--- src/rtl/pwm_multi_if.sv ---
// Control and output bundle for pwm_multi: enable, packed speed codes and
// polarity in; registered PWM pins and period strobe out.
interface pwm_multi_if #(
   parameter int CH = 2,
   parameter int SW = 5
);
   logic              en;
   logic [CH*SW-1:0]  speed;
   logic [CH-1:0]     pol;
   logic [CH-1:0]     pwm_out;
   logic              period_tick;

   modport master (output en, speed, pol, input pwm_out, period_tick);
   modport slave  (input en, speed, pol, output pwm_out, period_tick);
endinterface

--- src/rtl/pwm_multi.sv ---
// Multi-channel motor PWM: shared period counter, per-channel shadowed duty,
// polarity and period strobe. Optional duty ramping via `define PWM_RAMP_EN.
module pwm_multi #(
   parameter int CH     = 2,
   parameter int CW     = 8,
   parameter int PERIOD = 256,
   parameter int SW     = 5,
   parameter int BASE   = 120,
   parameter int STEP   = 8,
   parameter int RAMP   = 16
) (
   input  logic       clk,
   input  logic       rst,
   pwm_multi_if.slave bus
);
   localparam int TW = CW + SW + 2;
   localparam int DW = CW + 1;
   localparam logic [CW-1:0] LAST  = CW'(PERIOD - 1);
   localparam logic [TW-1:0] PER_T = TW'(PERIOD);
   localparam logic [DW-1:0] PER_D = DW'(PERIOD);

   generate
      if (PERIOD < 2 || PERIOD > (1 << CW) || RAMP < 1) begin : g_bad_param
         $error("pwm_multi: illegal PERIOD/CW/RAMP combination");
      end
   endgenerate

   logic [CW-1:0] cnt;
   logic [DW-1:0] duty_act [CH];
   logic [DW-1:0] duty_nxt [CH];
   logic [CH-1:0] pwm_p1;
   logic          tick_p1;
   logic          wrap;
   logic          load;

   function automatic logic [DW-1:0] tgt_duty(input logic [SW-1:0] s);
      logic [TW-1:0] raw;
      raw = TW'(BASE) + TW'(s) * TW'(STEP);
      if (s == '0)
         return '0;
      if (raw > PER_T)
         return PER_D;
      return DW'(raw);
   endfunction

`ifdef PWM_RAMP_EN
   function automatic logic [DW-1:0] ramp_step(input logic [DW-1:0] cur,
                                               input logic [DW-1:0] tgt);
      logic signed [DW+1:0] diff;
      logic signed [DW+1:0] lim;
      diff = signed'({2'b00, tgt}) - signed'({2'b00, cur});
      lim  = (DW+2)'(RAMP);
      if (diff > lim)
         return cur + DW'(RAMP);
      if (diff < -lim)
         return cur - DW'(RAMP);
      return tgt;
   endfunction
`endif

   assign wrap = bus.en && (cnt == LAST);
   assign load = wrap || !bus.en;

   // While disabled the shadow tracks the target (or zero when ramping) so
   // the first enabled period already runs at the loaded duty.
   always_comb begin
      for (int i = 0; i < CH; i++) begin
`ifdef PWM_RAMP_EN
         duty_nxt[i] = bus.en ? ramp_step(duty_act[i], tgt_duty(bus.speed[i*SW +: SW])) : '0;
`else
         duty_nxt[i] = tgt_duty(bus.speed[i*SW +: SW]);
`endif
      end
   end

   // Stage p0 -> p1: counter compare registered onto the pins
   always_ff @(posedge clk or negedge rst) begin
      if (!rst) begin
         cnt      <= '0;
         tick_p1  <= 1'b0;
         pwm_p1   <= '0;
         duty_act <= '{default: '0};
      end else begin
         cnt     <= load ? '0 : cnt + 1'b1;
         tick_p1 <= wrap;
         for (int i = 0; i < CH; i++) begin
            if (load)
               duty_act[i] <= duty_nxt[i];
            pwm_p1[i] <= (bus.en && ({1'b0, cnt} < duty_act[i])) ^ bus.pol[i];
         end
      end
   end

   assign bus.pwm_out     = pwm_p1;
   assign bus.period_tick = tick_p1;
endmodule

--- src/flat_wrapper.sv ---
// flat-port wrapper written by rule: the top's interface ports become plain ports
module pwm_multi_flat 
#(
   parameter int CH     = 2,
   parameter int CW     = 8,
   parameter int PERIOD = 256,
   parameter int SW     = 5,
   parameter int BASE   = 120,
   parameter int STEP   = 8,
   parameter int RAMP   = 16
)
  (clk, rst, bus_en, bus_speed, bus_pol, bus_pwm_out, bus_period_tick);
  pwm_multi_if #(.CH(CH), .SW(SW)) bus_i ();
  input  logic clk;
  input  logic rst;
  input wire logic [$bits(bus_i.en)-1:0] bus_en;
  input wire logic [$bits(bus_i.speed)-1:0] bus_speed;
  input wire logic [$bits(bus_i.pol)-1:0] bus_pol;
  output wire logic [$bits(bus_i.pwm_out)-1:0] bus_pwm_out;
  output wire logic [$bits(bus_i.period_tick)-1:0] bus_period_tick;
  assign bus_i.en = bus_en;
  assign bus_i.speed = bus_speed;
  assign bus_i.pol = bus_pol;
  assign bus_pwm_out = bus_i.pwm_out;
  assign bus_period_tick = bus_i.period_tick;
  pwm_multi #(.CH(CH), .CW(CW), .PERIOD(PERIOD), .SW(SW), .BASE(BASE), .STEP(STEP), .RAMP(RAMP)) u_core (.clk(clk), .rst(rst), .bus(bus_i));
endmodule
--- config.mk ---
export PLATFORM = sky130hd
export DESIGN_NAME = pwm_multi_flat
export DESIGN_NICKNAME = d
export VERILOG_FILES = /design/src/rtl/pwm_multi_if.sv /design/src/rtl/pwm_multi.sv /design/src/flat_wrapper.sv
export SDC_FILE = /design/constraint.sdc
export NUM_CORES = 1
export LEC_CHECK = 0
export CORE_UTILIZATION = 54
export DETAILED_ROUTE_END_ITERATION = 6
export PLACE_DENSITY = 0.79
export SKIP_CTS_REPAIR_TIMING = 1
export SLEW_MARGIN = 20
export SYNTH_ARGS = -nofsm -noshare
export SYNTH_HDL_FRONTEND = slang
export SYNTH_SLANG_ARGS = --single-unit
--- constraint.sdc ---
create_clock -name clk -period 1.7 [get_ports clk]
set_clock_uncertainty 0.15 [all_clocks]
set_input_delay 0.34 -clock clk [delete_from_list [all_inputs] [get_ports clk]]
set_output_delay 0.34 -clock clk [all_outputs]
set_load 0.1 [all_outputs]
==> flow_summary.ini <==
[status]
status = finished clean

[job]
maxCapViolations = 0

[synth]
synth_cells = 150
synthDistinctLibCells = 39
ys.warnings.count = 0
ys_ff_latch = 23
syn_area_sq_um = 1420
async_reset_ff_share_pct = 100
synth_top_area_cell = dfrtp_1
synth_top_area_share_pct = 40.5
avgSynthCellArea_sq_um = 9.47
synth_area_leaders = dfrtp_1 41%, ha_1 11%, inv_1 4.0%
syn_nets = 178
ys.flop_type = dfrtp_1
yosysSeqAreaShare_pct = 40.5
synth_edf_count = 0

[global_routing]
grtUsageTotal_pct = 26.3
gr-total-overflow = 0
grt_pass1_wl_um = 5280
grt_pass1_vias = 1322
grt_max_degree = 24
antenna_found_initial = 0

[timing]
hold_viol_final = 0
maxSlewHeadroom_pct = 71.0
fmax_mhz = 599
period_share_pct = 98.2
finalSetupViolations = 0
rsz0062_at_grt = true
timing.hold.ws_ns = 0.193
worst-slew-pin-transition_ns = 0.431
fin_crit_ns = 1.67
final_max_slew_viol_count = 0

[die]
row_count = 18
die_y_um = 53.3
dieArea_sq_um = 2840
die_x_um = 53.3
start_util_pct = 57.3
ioPinCount = 18
coreArea_sq_um = 2480

[clock_tree]
clk_path_buf_depth = 2
worst_skew_pair.late_latency_ns = 0.32
clock-sinks = 23
clkTransAtPathRegs_ns = 0.13
cts_buffers = 3
htree_levels = 1
cts_root_buf = clkbuf_4
tritoncts = done

[critical_path]
cp-end-kind = flop
cp.required_ns = 1.78
cp_slowest_stage_delay_ns = 0.45
crit_arrival_ns = 1.75
cp_top_family = buffers and inverters
cp.buffers_inverters = 2
crit_chain = clkdlybuf4s50_1 > inv_1 > ha_1 > nor2b_2 > o21ai_0 > o2111ai_1 > a22o_1
cp-start-kind = primary input
critPathKind = primary input to flop
crit_slowest_cell = clkdlybuf4s50_1
crit_fanout = 6

[detailed_routing]
avgRoutedWirePerCell_um = 14.4
drtIter0Drc = 17
via_per_inst = 5.63
vias = 1277
first_pass_iters = 4
drc_errors = 0
drtAntennaViolNets = 0
wirelength_um = 3260

[power]
p_leak_nw = 0.904
p_per_area_nw_per_um2 = 635
vdd_drop_max_v = 0.000525
power_w = 0.00122

[layout]
final_common_cell = buf_4
diodes = 0
finalNetCount = 226
final_cell_mix = 30 x buf_4, 22 x dfrtp_1, 14 x inv_1
final_layout_size_suffix_gt1_share_pct = 24.9
synthToLayoutAreaGrowth_pct = 35.6

[placed_design]
post-dp-hpwl_um = 2580
io_buffers = 17
place.gp.congestion = 0.800

[min_path]
min_path_type = primary input to async pin
==> worst register-to-register path, cell delays in order, from the launching register on <==
cell      delay (ns)
dfrtp_1         0.39
ha_2            0.22
nand3_4         0.09
o21a_1          0.22
buf_4           0.16
a311oi_2        0.22
a22o_1          0.15
==> flip-flops by register name, indices dropped and copies added (netlist names) <==
name and cells:
u_core.cnt 8, u_core.duty_act 12, u_core.bus.period_tick 1, u_core.bus.pwm_out 2
==> worst paths after layout <==
check,startpoint,endpoint,slack [ns],cells after the start
max reg2reg,u_core.cnt[1]$_DFF_PN0_,u_core.duty_act[4]$_DFFE_PN0N_,0.05,6
min reg2reg,u_core.duty_act[12]$_DFFE_PN0N_,u_core.duty_act[12]$_DFFE_PN0N_,0.36,2
max in group asynchronous,rst,u_core.cnt[4]$_DFF_PN0_,0.97,2
min,rst,u_core.cnt[2]$_DFF_PN0_,0.19,2
min in group clk,bus_speed[0],u_core.duty_act[12]$_DFFE_PN0N_,0.20,3
max,bus_speed[5],u_core.duty_act[4]$_DFFE_PN0N_,0.03,7
==> final cells by class <==
class,instances,area (sq um)
Sequential cell,23,577
Clock buffer,3,22.5
Timing Repair Buffer,47,430
Fill cell,174,552
Tap cell,30,37.5
Clock inverter,1,5.00
Multi-Input combinational cell,108,797
Inverter,15,56.3
==> cells by family (layout without fill, tap and decap cells) <==
logic type	after synthesis	count (layout)	share of synthesized area (%)
buffers and inverters	19	66	5.64
adders and majority gates	14	14	12.2
DFF	23	23	40.5
xor gates and xnor gates	9	9	5.55
AOI/OAI and AO/OA	40	40	19.2
and+or+nand+nor	45	45	16.9
==> cell usage after synthesis (2+ instances only) <==
master	number
a211oi_1	3
inv_1	15
a22o_1	2
xor2_1	4
o21ai_1	3
nand2_1	7
a311oi_1	2
and2_1	4
nand4_1	2
dfrtp_1	23
a311oi_2	2
clkbuf_1	2
o22ai_1	2
o21a_1	3
nand3b_1	2
o31ai_1	3
ha_1	13
nor3_1	3
xnor2_1	5
o21ai_0	5
nand4b_1	2
a21oi_1	11
nand2b_1	3
nor2_1	13
nor3b_1	2
==> through the flow <==
step           util (%)  instances  worst slack, ns  instance area, sq um  TNS [ns]
2_1_floorplan         -        150          0.00197                  1420         0
3_3_place_gp       74.4        221           -0.331                  1840     -1.89
3_5_place_dp       74.4        221           -0.397                  1840     -2.58
4_1_cts            75.6        225          -0.0636                  1870   -0.0636
5_1_grt            77.7        227          -0.0107                  1930   -0.0281
6_report           77.7        227           0.0310                  1930         0
==> report_power, final <==
group	internal [W]	switching [W]	total, W
clock network	0.0000884	0.000174	0.000262
registers	0.000587	0.0000244	0.000611
logic	0.000166	0.000183	0.000349
==> layer usage <==
| layer | track usage [%] | share of wire, % |
|---|---|---|
| met1 | 27.5 | 41 |
| met2 | 50.0 | 54 |
| met3 | 3.16 | 2.3 |
| met4 | 13.6 | 2.2 |
| met5 | 0 | 0 |
Note: power is estimated with default switching activity, not from simulation.
